`src/rtl/timer_unit.sv`:
```
// timer_unit: CSR-mapped countdown timer with interrupt and optional stable counter.
// TCFG (0x041) holds En/Periodic/InitVal, TVAL (0x042) is read-only countdown,
// TICLR (0x044) clears the pending interrupt when bit0 is written as 1.
// Optional feature macro: TIMER_STABLE_CNT_EN adds a free-running 64-bit counter
// on stable_cnt; without it stable_cnt is tied to zero and no register exists.
module timer_unit #(
   parameter int TIMESIZE = 12,
   parameter int CSR_AW   = 14
) (
   input  logic              aclk,
   input  logic              reset,
   input  logic              csr_we,
   input  logic [CSR_AW-1:0] csr_waddr,
   input  logic [31:0]       csr_wdata,
   input  logic [CSR_AW-1:0] csr_raddr,
   output logic [31:0]       csr_rdata,
   output logic              ti_irq,
   output logic [63:0]       stable_cnt
);

   localparam int CFG_W = TIMESIZE + 2;
   localparam logic [CSR_AW-1:0] A_TCFG  = CSR_AW'(12'h041);
   localparam logic [CSR_AW-1:0] A_TVAL  = CSR_AW'(12'h042);
   localparam logic [CSR_AW-1:0] A_TICLR = CSR_AW'(12'h044);

   typedef enum logic [1:0] {
      S_IDLE = 2'd0,
      S_RUN  = 2'd1,
      S_DONE = 2'd2
   } state_t;

   state_t              state_q, state_d;
   logic [CFG_W-1:0]    tcfg_q, tcfg_d;
   logic [TIMESIZE-1:0] tval_q, tval_d;
   logic                irq_q, irq_d;

   logic tcfg_we, ticlr_we, expire;
   logic unused_wdata;

   assign tcfg_we  = csr_we && (csr_waddr == A_TCFG);
   assign ticlr_we = csr_we && (csr_waddr == A_TICLR) && csr_wdata[0];
   assign expire   = (state_q == S_RUN) && (tval_q == '0);

   // Bits above the TCFG field are write-masked away.
   assign unused_wdata = ^csr_wdata[31:CFG_W];

   // Next-state for config, countdown, FSM and interrupt; a TCFG write overrides the
   // countdown, and an expiry setting the interrupt beats a same-cycle clear.
   always_comb begin
      tcfg_d  = tcfg_q;
      tval_d  = tval_q;
      state_d = state_q;
      irq_d   = irq_q;

      if (ticlr_we) irq_d = 1'b0;
      if (expire)   irq_d = 1'b1;

      case (state_q)
         S_RUN: begin
            if (tval_q != '0) begin
               tval_d = tval_q - 1'b1;
            end else if (tcfg_q[1]) begin
               tval_d = tcfg_q[CFG_W-1:2];
            end else begin
               state_d = S_DONE;
            end
         end
         S_IDLE, S_DONE: ;
         default: state_d = S_IDLE;
      endcase

      if (tcfg_we) begin
         tcfg_d = csr_wdata[CFG_W-1:0];
         if (csr_wdata[0]) begin
            tval_d  = csr_wdata[CFG_W-1:2];
            state_d = S_RUN;
         end else begin
            tval_d  = tval_q;
            state_d = S_IDLE;
         end
      end
   end

   // Timer state registers; reset aborts any count in progress.
   always_ff @(posedge aclk or posedge reset) begin
      if (reset) begin
         state_q <= S_IDLE;
         tcfg_q  <= '0;
         tval_q  <= '0;
         irq_q   <= 1'b0;
      end else begin
         state_q <= state_d;
         tcfg_q  <= tcfg_d;
         tval_q  <= tval_d;
         irq_q   <= irq_d;
      end
   end

   assign ti_irq = irq_q;

   // Combinational CSR read mux; unmapped addresses and TICLR read as zero.
   always_comb begin
      csr_rdata = 32'd0;
      case (csr_raddr)
         A_TCFG:  csr_rdata = 32'(tcfg_q);
         A_TVAL:  csr_rdata = 32'(tval_q);
         default: csr_rdata = 32'd0;
      endcase
   end

`ifdef TIMER_STABLE_CNT_EN
   logic [63:0] stable_cnt_q, stable_cnt_d;

   // Free-running counter; wraps naturally from all-ones to zero.
   always_comb begin
      stable_cnt_d = stable_cnt_q + 64'd1;
   end

   // Stable counter register.
   always_ff @(posedge aclk or posedge reset) begin
      if (reset) stable_cnt_q <= '0;
      else       stable_cnt_q <= stable_cnt_d;
   end

   assign stable_cnt = stable_cnt_q;
`else
   assign stable_cnt = 64'd0;
`endif

endmodule

```
`config.mk`:
```
export PLATFORM = sky130hd
export DESIGN_NAME = timer_unit
export DESIGN_NICKNAME = d
export VERILOG_FILES = /design/src/rtl/timer_unit.sv
export SDC_FILE = /design/constraint.sdc
export NUM_CORES = 1
export LEC_CHECK = 0
export CORE_ASPECT_RATIO = 1.4
export CORE_MARGIN = 2
export CORE_UTILIZATION = 37
export CTS_BUF_LIST = sky130_fd_sc_hd__clkbuf_8
export CTS_CLUSTER_DIAMETER = 50
export DETAILED_ROUTE_END_ITERATION = 10
export GPL_TIMING_DRIVEN = 0
export PLACE_DENSITY_LB_ADDON = 0.08
export SYNTH_ARGS = -nofsm -noshare
export SYNTH_HDL_FRONTEND = slang
export SYNTH_SLANG_ARGS = --single-unit
```
`constraint.sdc`:
```
create_clock -name aclk -period 2.5 [get_ports aclk]
set_input_delay 0.25 -clock aclk [delete_from_list [all_inputs] [get_ports aclk]]
set_output_delay 0.25 -clock aclk [all_outputs]
set_load 0.01 [all_outputs]
```
==> results.json <==
{
  "layout-drive-gt1-share_pct": 29.80,
  "synthFlopType": "dfrtp_1",
  "cts_buffer_depth": 2,
  "whs_path_depth": 2,
  "report.power.total_w": 0.001118,
  "rr_worst_depth": 8,
  "syn_area_mm2": 0.002395,
  "tns_ns": 0,
  "synth.area.top_cells": "dfrtp_1, buf_4, nand2_1, a22o_1, nor2_1",
  "clock_latency_ns": 0.29,
  "synth_common_cells": "buf_4, nand2_1, dfrtp_1",
  "slew_viol_final": 0,
  "fin_hold_ws_ns": 0.4969,
  "cap_violations": 0,
  "yosysUniqueCellTypes": 46,
  "root_buffer": "clkbuf_8",
  "yosysMostFrequentCell": "buf_4",
  "crit_buf_inv": 5,
  "gp_congestion": 0.8391,
  "core_mm2": 0.006254,
  "cp.required_ns": 2.25,
  "worst_slew_pin_slew_ns": 1.149,
  "grt.overflow.total": 0,
  "num_vias": 2310,
  "min_period_ns": 2.401,
  "initial_core_util_pct": 38.30,
  "drc_errors": 0,
  "track_usage_pct": 19.06,
  "insertedDiodeCount": 0,
  "path_depth": 9,
  "path_common_cell": "buf_4",
  "async_flop_share_pct": 100.0,
  "finalHoldViolations": 0,
  "clk_pin_slew_worst_paths_ns": 0.06,
  "r2r_end": "tval_q[0]$_DFFE_PP0P_",
  "synth_edf_count": 0,
  "grt_pass1_wl_mm": 10.56,
  "num_rows": 34,
  "leakage_nw": 1.966,
  "hp-class": "reg2reg",
  "max_stage_delay_ns": 0.42,
  "dpl.hpwl_mm": 4.870,
  "grt_max_degree": 30,
  "synthCells": 289,
  "antenna_left": 0,
  "criticalPathCategory": "in2out",
  "path_cells": "clkdlybuf4s50_1 -> nor4_2 -> nand3_2 -> buf_4 -> nor3b_4 -> clkbuf_8 -> buf_4 -> a22o_1 -> clkdlybuf4s15_1",
  "fmax_mhz": 416.5,
  "grt_pass1_vias": 2176,
  "die_w_um": 72.00,
  "cp_max_fo": 4,
  "nNetsFinal": 518,
  "synth_top_cell_area_share_pct": 30.30,
  "clock_skew_ns": 0.002698,
  "powerDensity_mw_per_mm2": 309.0,
  "cts_tree": "yes",
  "cp.arrival_ns": 2.15,
  "finalSetupViolCount": 0,
  "slew_headroom_pct": 23.28,
  "antenna_found_initial": 0,
  "ys_warn_count": 0,
  "drtIter0Drc": 77,
  "ir_drop_uv": 219.3,
  "reg2reg_slack_ns": 0.19,
  "path_delay_family": "buffers and inverters",
  "yosys.area.top_type": "dfrtp_1",
  "dieHeight_um": 99.19,
  "firstDrtPassIters": 4,
  "cts_made_buffers": 5,
  "hp-start": "ti_irq$_DFFE_PP0P_",
  "r2r_start": "tval_q[0]$_DFFE_PP0P_",
  "cts_sinks": 29,
  "postCtsHoldBufs": 0,
  "status": "finished, final reports clean",
  "portBuffers": 59,
  "cts-htree-levels": 2,
  "critPathCaptureType": "output pin",
  "yosysSeqAreaShare_pct": 30.30,
  "finalWirelength_mm": 6.652,
  "ios": 160,
  "viasPerCell": 4.400,
  "avgSynthCellArea_um2": 8.286,
  "cp-start-kind": "primary input",
  "area_growth_pct": 50.99,
  "yosys_register_bits": 29,
  "die_area_mm2": 0.007141,
  "wl_per_cell_um": 12.67,
  "hold_end": "ti_irq$_DFFE_PP0P_",
  "worst_path_max_delay_cell": "clkdlybuf4s50_1",
  "fin_crit_sh_pct": 96.04
}
[routing by layer]
layer / track usage (%) / vias up / share of wire, %
li1: - / 1159 / -
met1: 21.22 / 1008 / 36
met2: 32.98 / 122 / 50
met3: 3.546 / 21 / 8.8
met4: 11.76 / 0 / 4.8
met5: 0 / - / 0
[placed cells by master, fill, tap and decap left out, types with 2 or more instances in the layout]
master	netlist	final
nand2_1	43	43
o31ai_1	2	2
buf_2	7	7
o21ai_0	5	5
a211o_1	4	4
a21oi_1	2	2
o211ai_1	5	5
a31oi_1	10	10
inv_1	6	7
clkdlybuf4s50_1	0	45
ha_1	2	2
clkbuf_8	0	9
nor2_1	17	17
dlygate4sd2_1	0	4
nor4b_2	1	2
and2_1	2	2
nor3b_4	0	2
nor3_1	7	7
a22o_1	15	15
clkbuf_2	1	10
nand3_1	5	4
xnor2_1	4	4
conb_1	1	82
nand4_1	2	2
mux2i_1	2	2
or3_1	4	4
nor4_2	1	3
clkbuf_1	5	3
buf_4	82	98
dfrtp_1	29	29
[sequential cells by signal, indices dropped and copies added (netlist names)]
signal,cells
state_q,2
ti_irq,1
tval_q,12
tcfg_q,14
[per-stage QoR]
| step | instance area (um2) | cells | setup WS, ns | utilization, % |
|---|---|---|---|---|
| after detailed placement | 3379 | 501 | -0.9080 | 54.04 |
| final | 3616 | 525 | 0.09911 | 57.82 |
| after global placement | 3379 | 501 | -0.9191 | 54.04 |
| after floorplan | 2699 | 370 | 0.5757 | - |
| after CTS | 3625 | 521 | 0.007420 | 57.96 |
| after global routing | 3616 | 525 | -0.003436 | 57.82 |
[cell type report]
class | count | area, um2
clock inverter | 1 | 3.754
fill | 594 | 2638
timing repair buffer | 76 | 674.4
sequential | 29 | 725.7
inverter | 6 | 22.52
buffer | 96 | 698.2
tap | 72 | 90.09
clock buffer | 6 | 82.58
multi-input combinational | 239 | 1319
[timing repair]
action,4_1_cts,5_1_grt
gates cloned,1,0
resized for setup,34,14
setup endpoints to repair,14,7
pin swaps,6,3
buffers inserted,12,4
[worst reg2reg max path: cells and delay by family (launching register included)]
kind,cells,cell delay [ns]
AO/OA/AOI/OAI,2,0.46
AND/OR/NAND/NOR,2,0.68
flip-flops,1,0.42
buffers and inverters,3,0.51
adder cells (fa/ha/maj),1,0.15
[where the power goes]
part | internal, W | switching (W)
registers | 0.000470 | 0.000000575
logic | 0.000151 | 0.000103
clock network | 0.000214 | 0.000179
total | 0.000835 | 0.000282
[how the worst max path moves through the flow]
stage	from	end
after floorplan	tval_q[0]$_DFFE_PP0P_	tval_q[0]$_DFFE_PP0P_
after global placement	csr_raddr[8]	csr_rdata[7]
after detailed placement	csr_raddr[8]	csr_rdata[7]
after CTS	csr_raddr[10]	csr_rdata[1]
after global routing	csr_raddr[5]	csr_rdata[10]
final	csr_raddr[5]	csr_rdata[10]
[kinds of logic after synthesis]
kind of cell / after synthesis / share of synthesized area, %
DFF: 29 / 30.30
AOI/OAI and AO/OA: 49 / 15.47
xor gates and xnor gates: 5 / 1.829
muxes: 2 / 0.8360
adders and majority gates: 2 / 1.045
buffers and inverters: 102 / 29.26
other: 1 / 0.1566
and+or+nand+nor: 99 / 21.11
(Power assumes the default switching activity.)
